--- config.mk ---
export PLATFORM = sky130hd
export DESIGN_NAME = recording_sequencer_flat
export DESIGN_NICKNAME = d
export VERILOG_FILES = /design/src/rtl/recording_sequencer_if.sv /design/src/rtl/recording_sequencer.sv /design/src/flat_wrapper.sv
export SDC_FILE = /design/constraint.sdc
export NUM_CORES = 1
export LEC_CHECK = 0
export CORE_UTILIZATION = 43
export CTS_CLUSTER_DIAMETER = 50
export DETAILED_ROUTE_END_ITERATION = 8
export GPL_TIMING_DRIVEN = 0
export PLACE_DENSITY = 0.63
export SYNTH_ARGS = -nofsm -noshare
export SYNTH_HDL_FRONTEND = slang
export SYNTH_SLANG_ARGS = --single-unit
--- constraint.sdc ---
create_clock -name clock_50Mhz -period 3.15 [get_ports clock_50Mhz]
set_clock_uncertainty 0.05 [all_clocks]
set_input_delay 0.63 -clock clock_50Mhz [delete_from_list [all_inputs] [get_ports clock_50Mhz]]
set_output_delay 0.63 -clock clock_50Mhz [all_outputs]
set_load 0.05 [all_outputs]
--- src/rtl/recording_sequencer_if.sv ---
// Recording RAM port bundle shared by the recording sequencer (master) and the RAM (slave).
// Read data is expected one cycle after mem_re.
interface recording_sequencer_if #(
    parameter int ADDR_W = 10
);
    logic [ADDR_W-1:0] mem_addr;
    logic [15:0]       mem_wdata;
    logic              mem_we;
    logic              mem_re;
    logic [15:0]       mem_rdata;

    modport master (
        output mem_addr,
        output mem_wdata,
        output mem_we,
        output mem_re,
        input  mem_rdata
    );

    modport slave (
        input  mem_addr,
        input  mem_wdata,
        input  mem_we,
        input  mem_re,
        output mem_rdata
    );
endinterface

--- src/rtl/recording_sequencer.sv ---
// Records the music-box key stream as run-length {key, duration} entries in RAM
// and replays them to the tone generator with the recorded timing.
module recording_sequencer #(
    parameter int ADDR_W   = 10,
    parameter int TICK_DIV = 500000
) (
    input  logic                  clock_50Mhz,
    input  logic                  reset_n,
    input  logic [4:0]            state_in,
    input  logic [5:0]            music_key_in,
    recording_sequencer_if.master mem,
    output logic [5:0]            key_out,
    output logic                  key_valid,
    output logic                  play_done,
    output logic                  rec_full,
    output logic [ADDR_W:0]       rec_length
);
    localparam int CNT_W = (TICK_DIV > 1) ? $clog2(TICK_DIV) : 1;
    localparam logic [ADDR_W:0] DEPTH_V = {1'b1, {ADDR_W{1'b0}}};
    localparam logic [ADDR_W:0] PTR_ONE = {{ADDR_W{1'b0}}, 1'b1};
    localparam logic [4:0]      ST_PLAY = 5'd3;
    localparam logic [4:0]      ST_REC  = 5'd4;
    localparam logic [9:0]      DUR_MAX = 10'd1023;

    typedef enum logic [2:0] {
        IDLE,
        REC_RUN,
        REC_FULL,
        REC_FLUSH,
        PLAY_FETCH,
        PLAY_LOAD,
        PLAY_HOLD,
        DONE
    } seqState_t;

    seqState_t         state_q;
    logic [CNT_W-1:0]  tickCnt_q, tickCnt_d;
    logic              tick;
    logic              tickClear;
    logic [ADDR_W:0]   wrPtr_q, rdPtr_q;
    logic [ADDR_W:0]   wrPtrNext, rdPtrNext;
    logic [5:0]        curKey_q;
    logic [9:0]        dur_q;
    logic [9:0]        remaining_q;
    logic [ADDR_W-1:0] memAddr_q;
    logic [15:0]       memWdata_q;
    logic              memWe_q, memRe_q;
    logic [5:0]        keyOut_q;
    logic              keyValid_q, playDone_q, recFull_q;
    logic [ADDR_W:0]   recLength_q;
    logic [9:0]        loadDur;

    assign wrPtrNext = wrPtr_q + PTR_ONE;
    assign rdPtrNext = rdPtr_q + PTR_ONE;
    assign tick      = (tickCnt_q == CNT_W'(TICK_DIV - 1));
    // A corrupt zero-length entry still plays for one tick.
    assign loadDur   = (mem.mem_rdata[9:0] == 10'd0) ? 10'd1 : mem.mem_rdata[9:0];

    // The sample tick restarts its phase whenever a recording or playback begins.
    always_comb begin
        tickClear = 1'b0;
        if (state_q == IDLE) begin
            if (state_in == ST_REC) begin
                tickClear = 1'b1;
            end else if (state_in == ST_PLAY && recLength_q != '0) begin
                tickClear = 1'b1;
            end
        end
        tickCnt_d = tick ? '0 : tickCnt_q + CNT_W'(1);
        if (tickClear) begin
            tickCnt_d = '0;
        end
    end

    always_ff @(posedge clock_50Mhz or negedge reset_n) begin
        if (!reset_n) begin
            tickCnt_q <= '0;
        end else begin
            tickCnt_q <= tickCnt_d;
        end
    end

    always_ff @(posedge clock_50Mhz or negedge reset_n) begin
        if (!reset_n) begin
            state_q     <= IDLE;
            wrPtr_q     <= '0;
            rdPtr_q     <= '0;
            curKey_q    <= '0;
            dur_q       <= '0;
            remaining_q <= '0;
            memAddr_q   <= '0;
            memWdata_q  <= '0;
            memWe_q     <= 1'b0;
            memRe_q     <= 1'b0;
            keyOut_q    <= '0;
            keyValid_q  <= 1'b0;
            playDone_q  <= 1'b0;
            recFull_q   <= 1'b0;
            recLength_q <= '0;
        end else begin
            memWe_q    <= 1'b0;
            memRe_q    <= 1'b0;
            playDone_q <= 1'b0;
            case (state_q)
                IDLE: begin
                    if (state_in == ST_REC) begin
                        wrPtr_q     <= '0;
                        recFull_q   <= 1'b0;
                        recLength_q <= '0;
                        dur_q       <= '0;
                        state_q     <= REC_RUN;
                    end else if (state_in == ST_PLAY) begin
                        if (recLength_q == '0) begin
                            playDone_q <= 1'b1;
                            state_q    <= DONE;
                        end else begin
                            rdPtr_q   <= '0;
                            memAddr_q <= '0;
                            memRe_q   <= 1'b1;
                            state_q   <= PLAY_FETCH;
                        end
                    end
                end

                REC_RUN: begin
                    if (state_in != ST_REC) begin
                        state_q <= REC_FLUSH;
                    end else if (tick) begin
                        if (dur_q == 10'd0) begin
                            curKey_q <= music_key_in;
                            dur_q    <= 10'd1;
                        end else if (music_key_in == curKey_q && dur_q != DUR_MAX) begin
                            dur_q <= dur_q + 10'd1;
                        end else begin
                            // Key change or saturated run: commit the finished entry.
                            memWe_q    <= 1'b1;
                            memAddr_q  <= wrPtr_q[ADDR_W-1:0];
                            memWdata_q <= {curKey_q, dur_q};
                            wrPtr_q    <= wrPtrNext;
                            curKey_q   <= music_key_in;
                            dur_q      <= 10'd1;
                            if (wrPtrNext == DEPTH_V) begin
                                recFull_q <= 1'b1;
                                state_q   <= REC_FULL;
                            end
                        end
                    end
                end

                REC_FLUSH: begin
                    if (dur_q != 10'd0 && wrPtr_q < DEPTH_V) begin
                        memWe_q     <= 1'b1;
                        memAddr_q   <= wrPtr_q[ADDR_W-1:0];
                        memWdata_q  <= {curKey_q, dur_q};
                        wrPtr_q     <= wrPtrNext;
                        recLength_q <= wrPtrNext;
                    end else begin
                        recLength_q <= wrPtr_q;
                    end
                    state_q <= IDLE;
                end

                REC_FULL: begin
                    if (state_in != ST_REC) begin
                        recLength_q <= DEPTH_V;
                        state_q     <= IDLE;
                    end
                end

                PLAY_FETCH: begin
                    if (state_in != ST_PLAY) begin
                        keyValid_q <= 1'b0;
                        keyOut_q   <= '0;
                        state_q    <= IDLE;
                    end else begin
                        state_q <= PLAY_LOAD;
                    end
                end

                PLAY_LOAD: begin
                    if (state_in != ST_PLAY) begin
                        keyValid_q <= 1'b0;
                        keyOut_q   <= '0;
                        state_q    <= IDLE;
                    end else begin
                        keyOut_q    <= mem.mem_rdata[15:10];
                        remaining_q <= loadDur;
                        keyValid_q  <= 1'b1;
                        state_q     <= PLAY_HOLD;
                    end
                end

                PLAY_HOLD: begin
                    if (state_in != ST_PLAY) begin
                        keyValid_q <= 1'b0;
                        keyOut_q   <= '0;
                        state_q    <= IDLE;
                    end else if (tick) begin
                        if (remaining_q <= 10'd1) begin
                            remaining_q <= '0;
                            rdPtr_q     <= rdPtrNext;
                            if (rdPtrNext == recLength_q) begin
                                keyOut_q   <= '0;
                                keyValid_q <= 1'b0;
                                playDone_q <= 1'b1;
                                state_q    <= DONE;
                            end else begin
                                // key_valid stays high while the next entry is fetched.
                                memAddr_q <= rdPtrNext[ADDR_W-1:0];
                                memRe_q   <= 1'b1;
                                state_q   <= PLAY_FETCH;
                            end
                        end else begin
                            remaining_q <= remaining_q - 10'd1;
                        end
                    end
                end

                DONE: begin
                    if (state_in != ST_PLAY && state_in != ST_REC) begin
                        state_q <= IDLE;
                    end
                end

                default: begin
                    state_q <= IDLE;
                end
            endcase
        end
    end

    assign mem.mem_addr  = memAddr_q;
    assign mem.mem_wdata = memWdata_q;
    assign mem.mem_we    = memWe_q;
    assign mem.mem_re    = memRe_q;
    assign key_out       = keyOut_q;
    assign key_valid     = keyValid_q;
    assign play_done     = playDone_q;
    assign rec_full      = recFull_q;
    assign rec_length    = recLength_q;

    // Writes and reads live in disjoint states, so the strobes never overlap.
    assert property (@(posedge clock_50Mhz) disable iff (!reset_n) !(memWe_q && memRe_q));

endmodule

--- src/flat_wrapper.sv ---
// flat-port wrapper written by rule: the top's interface ports become plain ports
module recording_sequencer_flat 
#(
    parameter int ADDR_W   = 10,
    parameter int TICK_DIV = 500000
)
  (clock_50Mhz, reset_n, state_in, music_key_in, key_out, key_valid, play_done, rec_full, rec_length, mem_mem_addr, mem_mem_wdata, mem_mem_we, mem_mem_re, mem_mem_rdata);
  recording_sequencer_if #(.ADDR_W(ADDR_W)) mem_i ();
  input  logic clock_50Mhz;
  input  logic reset_n;
  input  logic [4:0] state_in;
  input  logic [5:0] music_key_in;
  output logic [5:0] key_out;
  output logic key_valid;
  output logic play_done;
  output logic rec_full;
  output logic [ADDR_W:0] rec_length;
  output wire logic [$bits(mem_i.mem_addr)-1:0] mem_mem_addr;
  output wire logic [$bits(mem_i.mem_wdata)-1:0] mem_mem_wdata;
  output wire logic [$bits(mem_i.mem_we)-1:0] mem_mem_we;
  output wire logic [$bits(mem_i.mem_re)-1:0] mem_mem_re;
  input wire logic [$bits(mem_i.mem_rdata)-1:0] mem_mem_rdata;
  assign mem_mem_addr = mem_i.mem_addr;
  assign mem_mem_wdata = mem_i.mem_wdata;
  assign mem_mem_we = mem_i.mem_we;
  assign mem_mem_re = mem_i.mem_re;
  assign mem_i.mem_rdata = mem_mem_rdata;
  recording_sequencer #(.ADDR_W(ADDR_W), .TICK_DIV(TICK_DIV)) u_core (.clock_50Mhz(clock_50Mhz), .reset_n(reset_n), .state_in(state_in), .music_key_in(music_key_in), .mem(mem_i), .key_out(key_out), .key_valid(key_valid), .play_done(play_done), .rec_full(rec_full), .rec_length(rec_length));
endmodule
==> Flow_metrics.wiki <==
{| class="wikitable"
! Metric !! Value
|-
| Crit Path Class || register to register
|-
| Crit-path leading delay family || simple AND/OR/NAND/NOR gates
|-
| Highest achievable clock rate || roughly 330 MHz
|-
| Number of nets at the end of the flow || approximately 890
|-
| H-tree lvl count || 4
|-
| Total via count in the routed design || roughly 6,200
|-
| Drt drc || 0
|-
| Layout overhead on the synthesized area || 25.3%
|-
| Min setup slack post-route || around 0.14 ns
|-
| Combinational fraction of design power || 0.251
|-
| Worst-path clk slew || 0.06 ns
|-
| Pwr dens || slightly below 600 mW/mm²
|-
| Yosys top cell by area || sky130_fd_sc_hd__dfrtp_1
|-
| Final Cycle Share || 0.956
|-
| Worst EP arrival || 3.27 ns
|-
| Max Cap Violations || 0
|-
| Util after Layout || 0.559
|-
| Sequence of cells on the critical path || or4_1 -> or4_4 -> or2_4 -> nor4_4 -> o21a_1 -> buf_6 -> buf_8 -> mux2_1
|-
| Number of violations reported at the end of detailed-routing iteration 0 || between 500 and 600
|-
| Number of global-route vias before repair || 5,993
|-
| DRT Wirelength || ~18,000 µm
|-
| Commonest non-fill, non-tap cells in the layout || sky130_fd_sc_hd__dfrtp_1, sky130_fd_sc_hd__nand2_1, sky130_fd_sc_hd__nor2_1
|-
| Worst-Skew Late Latency || 0.43 ns
|-
| Number of synthesis warnings || 0
|-
| Filler instances || 1,407
|-
| Most common library cell in the layout ignoring fill and taps || sky130_fd_sc_hd__dfrtp_1
|-
| Tot GR Track Use || 0.237
|-
| Area occupied by multi-input gates || 0.00369 mm²
|-
| Clock buffers created by TritonCTS || 17
|-
| Initial Utilization || 0.446
|-
| Data required, critical path || 3.40 ns
|-
| Wire length of the first global-routing pass || ~30,000 µm
|-
| Worst-margin pin slew || between 0.6 and 0.7 ns
|-
| Final standard cell count with taps included and fillers excluded || around 1,100
|-
| Largest stage delay on the critical path || 0.54 ns
|-
| Vert. Die Dim || around 130 µm
|-
| Via density per instance || ~5.7
|-
| Worst hold slack || 0.0827 ns
|-
| FF/Latch Area || between 0.002 and 0.003 mm²
|-
| Post-synth cell types || between 70 and 80
|-
| Cells after DPL || about 1,000
|-
| Net count after synthesis || between 700 and 800
|-
| Fraction of power spent switching nets || 0.334
|-
| Critical path launch point type || register
|-
| Kind of capture point of the worst setup path || register
|-
| Clock tree from TritonCTS || yes
|-
| Diodes inserted || 0
|-
| Die width || around 130 µm
|-
| Post-synthesis instance area || ~0.0069 mm²
|-
| Critical Path Start || u_core.tickCnt_q[6]
|-
| Initial antenna violation count || 0
|-
| Area of the die || 0.0165 mm²
|-
| Total cell area at the placement stage || 0.00791 mm²
|-
| Mean post-synth cell area || between 9 and 10 µm²
|-
| Max-slew violations || 0
|-
| Average wire per cell in the routed design || 17.0 µm
|-
| Slowest-stage cell, CP || sky130_fd_sc_hd__or4_4
|-
| Max clock buf depth || 2
|-
| Sequential share of power || 0.353
|-
| Primary FF master, synth || sky130_fd_sc_hd__dfrtp_1
|-
| Post-synthesis async set-or-reset flop share || 1.00
|-
| Run status || finished, final reports clean
|-
| Net Switching || ~1.7 mW
|-
| Internal cell power || 3.33 mW
|-
| Grt total ovfl || 0
|-
| Worst supply voltage drop on vdd || 0.438 mV
|-
| Fraction of synthesized cell area taken by the top area cell type || 0.431
|-
| Buffers on Ports || 76
|-
| Startpoint of the worst-slack reg-to-reg timing path || u_core.tickCnt_q[6]
|-
| Count of flip-flops with a built-in enable after synthesis || 0
|-
| Boundary pin count || 77
|-
| Number of buffer and inverter instances along the worst setup path || 2
|-
| Leakage power of the design || ~3.6 nW
|-
| Number of detailed-route iterations in the first pass || 5
|-
| #FFs+latches synth || 118
|-
| Clock root buffer master || sky130_fd_sc_hd__clkbuf_16
|-
| Worst slew margin relative to its limit || 0.553
|-
| DRT antenna net count || 0
|-
| Worst setup slack for register-to-register paths || around 0.14 ns
|-
| Leading post-synthesis cells by cell area || sky130_fd_sc_hd__dfrtp_1, sky130_fd_sc_hd__nand2_1, sky130_fd_sc_hd__nor2_1, sky130_fd_sc_hd__mux2_4, sky130_fd_sc_hd__o21ai_0
|-
| Sequential share of the synthesized area || 0.431
|-
| Proportion of layout cells with a drive suffix above 1 || 0.106
|-
| Max FO, Critical Path || 10
|-
| Number of placement rows || 45
|-
| Placed wire-length estimate || approximately 13,000 µm
|-
| Setup repair after global routing missed its margin || false
|-
| Pin count of the biggest net entering global routing || 70
|-
| Clock sinks || around 120
|-
| Gate count after technology mapping || ~760
|-
| Total power draw || between 5 and 6 mW
|-
| Final estimated routing congestion in global placement || just under 0.9
|-
| Final number of setup-violating endpoints || 0
|-
| Part of the total power dissipated in the clock network || 0.397
|-
| Hold Violations, Final || 0
|-
| Post-placement setup slack || -0.872 ns
|-
| Min cycle time layout || roughly 3.0 ns
|-
| Hold WC Path Type || input pin to async pin
|-
| Final Instance Area || around 0.0086 mm²
|-
| Core region area || 0.0154 mm²
|-
| Setup TNS || 0 ns
|}
-- cell usage after synthesis, drive strengths merged (6+ instances only) --
| library cell | number |
|---|---|
| a31oi | 8 |
| nand2b | 10 |
| nor2 | 83 |
| nor3b | 6 |
| o21ai | 69 |
| mux2 | 32 |
| a21oi | 22 |
| xnor2 | 28 |
| mux2i | 8 |
| and3 | 11 |
| nor2b | 9 |
| clkbuf | 34 |
| o31ai | 8 |
| ha | 7 |
| nand4 | 14 |
| dfrtp | 118 |
| buf | 9 |
| inv | 16 |
| nor3 | 24 |
| xor2 | 21 |
| nand2 | 86 |
| nand3 | 35 |
| or2 | 6 |
| nor4 | 15 |
-- power groups by stage --
stage	Combinational, mW	Clock, mW	Sequential (mW)
after detailed placement	1.22	0	1.79
after global placement	1.20	0	1.78
after CTS	1.23	2.02	1.76
final	1.25	1.98	1.77
after floorplan	0.762	0	1.86
after global routing	1.36	2.09	1.78
-- worst paths after layout --
check / endpoint / cells after the start
hold / removal: u_core.rdPtr_q[4] / 1
min in group clock_50Mhz: u_core.mem.mem_wdata[2] / 1
setup / recovery: u_core.mem.mem_wdata[5] / 8
max in group asynchronous: u_core.wrPtr_q[3] / 2
setup reg to reg: u_core.mem.mem_wdata[5] / 8
hold reg to reg: u_core.mem.mem_wdata[2] / 1
-- per-layer routing --
layer  global-route usage  share of wire  vias to the layer above  wire length (µm)
met4               0.0775          0.014                        0               263
li1                     -              -                     2881                 -
met5                    0              0                        -                 0
met1                0.320           0.46                     3038              8430
met3               0.0609          0.056                       30              1030
met2                0.369           0.47                      206              8590
-- registers in the layout, indices dropped and copies added (netlist names) --
register and count:
u_core.rec_full 1, u_core.dur_q 10, u_core.rec_length 11, u_core.mem.mem_re 1, u_core.key_out 6, u_core.state_q 3, u_core.tickCnt_q 19, u_core.rdPtr_q 11
u_core.wrPtr_q 11, u_core.remaining_q 10, u_core.mem.mem_addr 10, u_core.mem.mem_we 1, u_core.mem.mem_wdata 16, u_core.play_done 1, u_core.curKey_q 6, u_core.key_valid 1
-- final cells by class --
| cell class | instances | share of cell area |
|---|---|---|
| Clock buffer | 18 | 0.0499 |
| Clock inverter | 14 | 0.0205 |
| Multi-Input combinational cell | 576 | 0.429 |
| Sequential cell | 118 | 0.344 |
| Timing Repair Buffer | 79 | 0.0936 |
| Tap cell | 211 | 0.0307 |
| Buffer | 43 | 0.0246 |
| Inverter | 18 | 0.00786 |
-- logic make-up after synthesis --
kind of cell,Yosys count,share of synthesized area
simple gates,326,0.238
compound gates,153,0.138
flops,118,0.431
buf+inv,61,0.0403
xor+xnor,50,0.0660
mux,40,0.0741
fa+ha+maj,7,0.0128
-- what timing repair did --
item,4_1_cts,5_1_grt
gates resized for setup,1,15
buffers inserted,0,2
hold buffers,0,0
pin swaps,0,0
cloned,0,0
endpoints found under the setup margin,30,56
(Power assumes the default switching activity.)
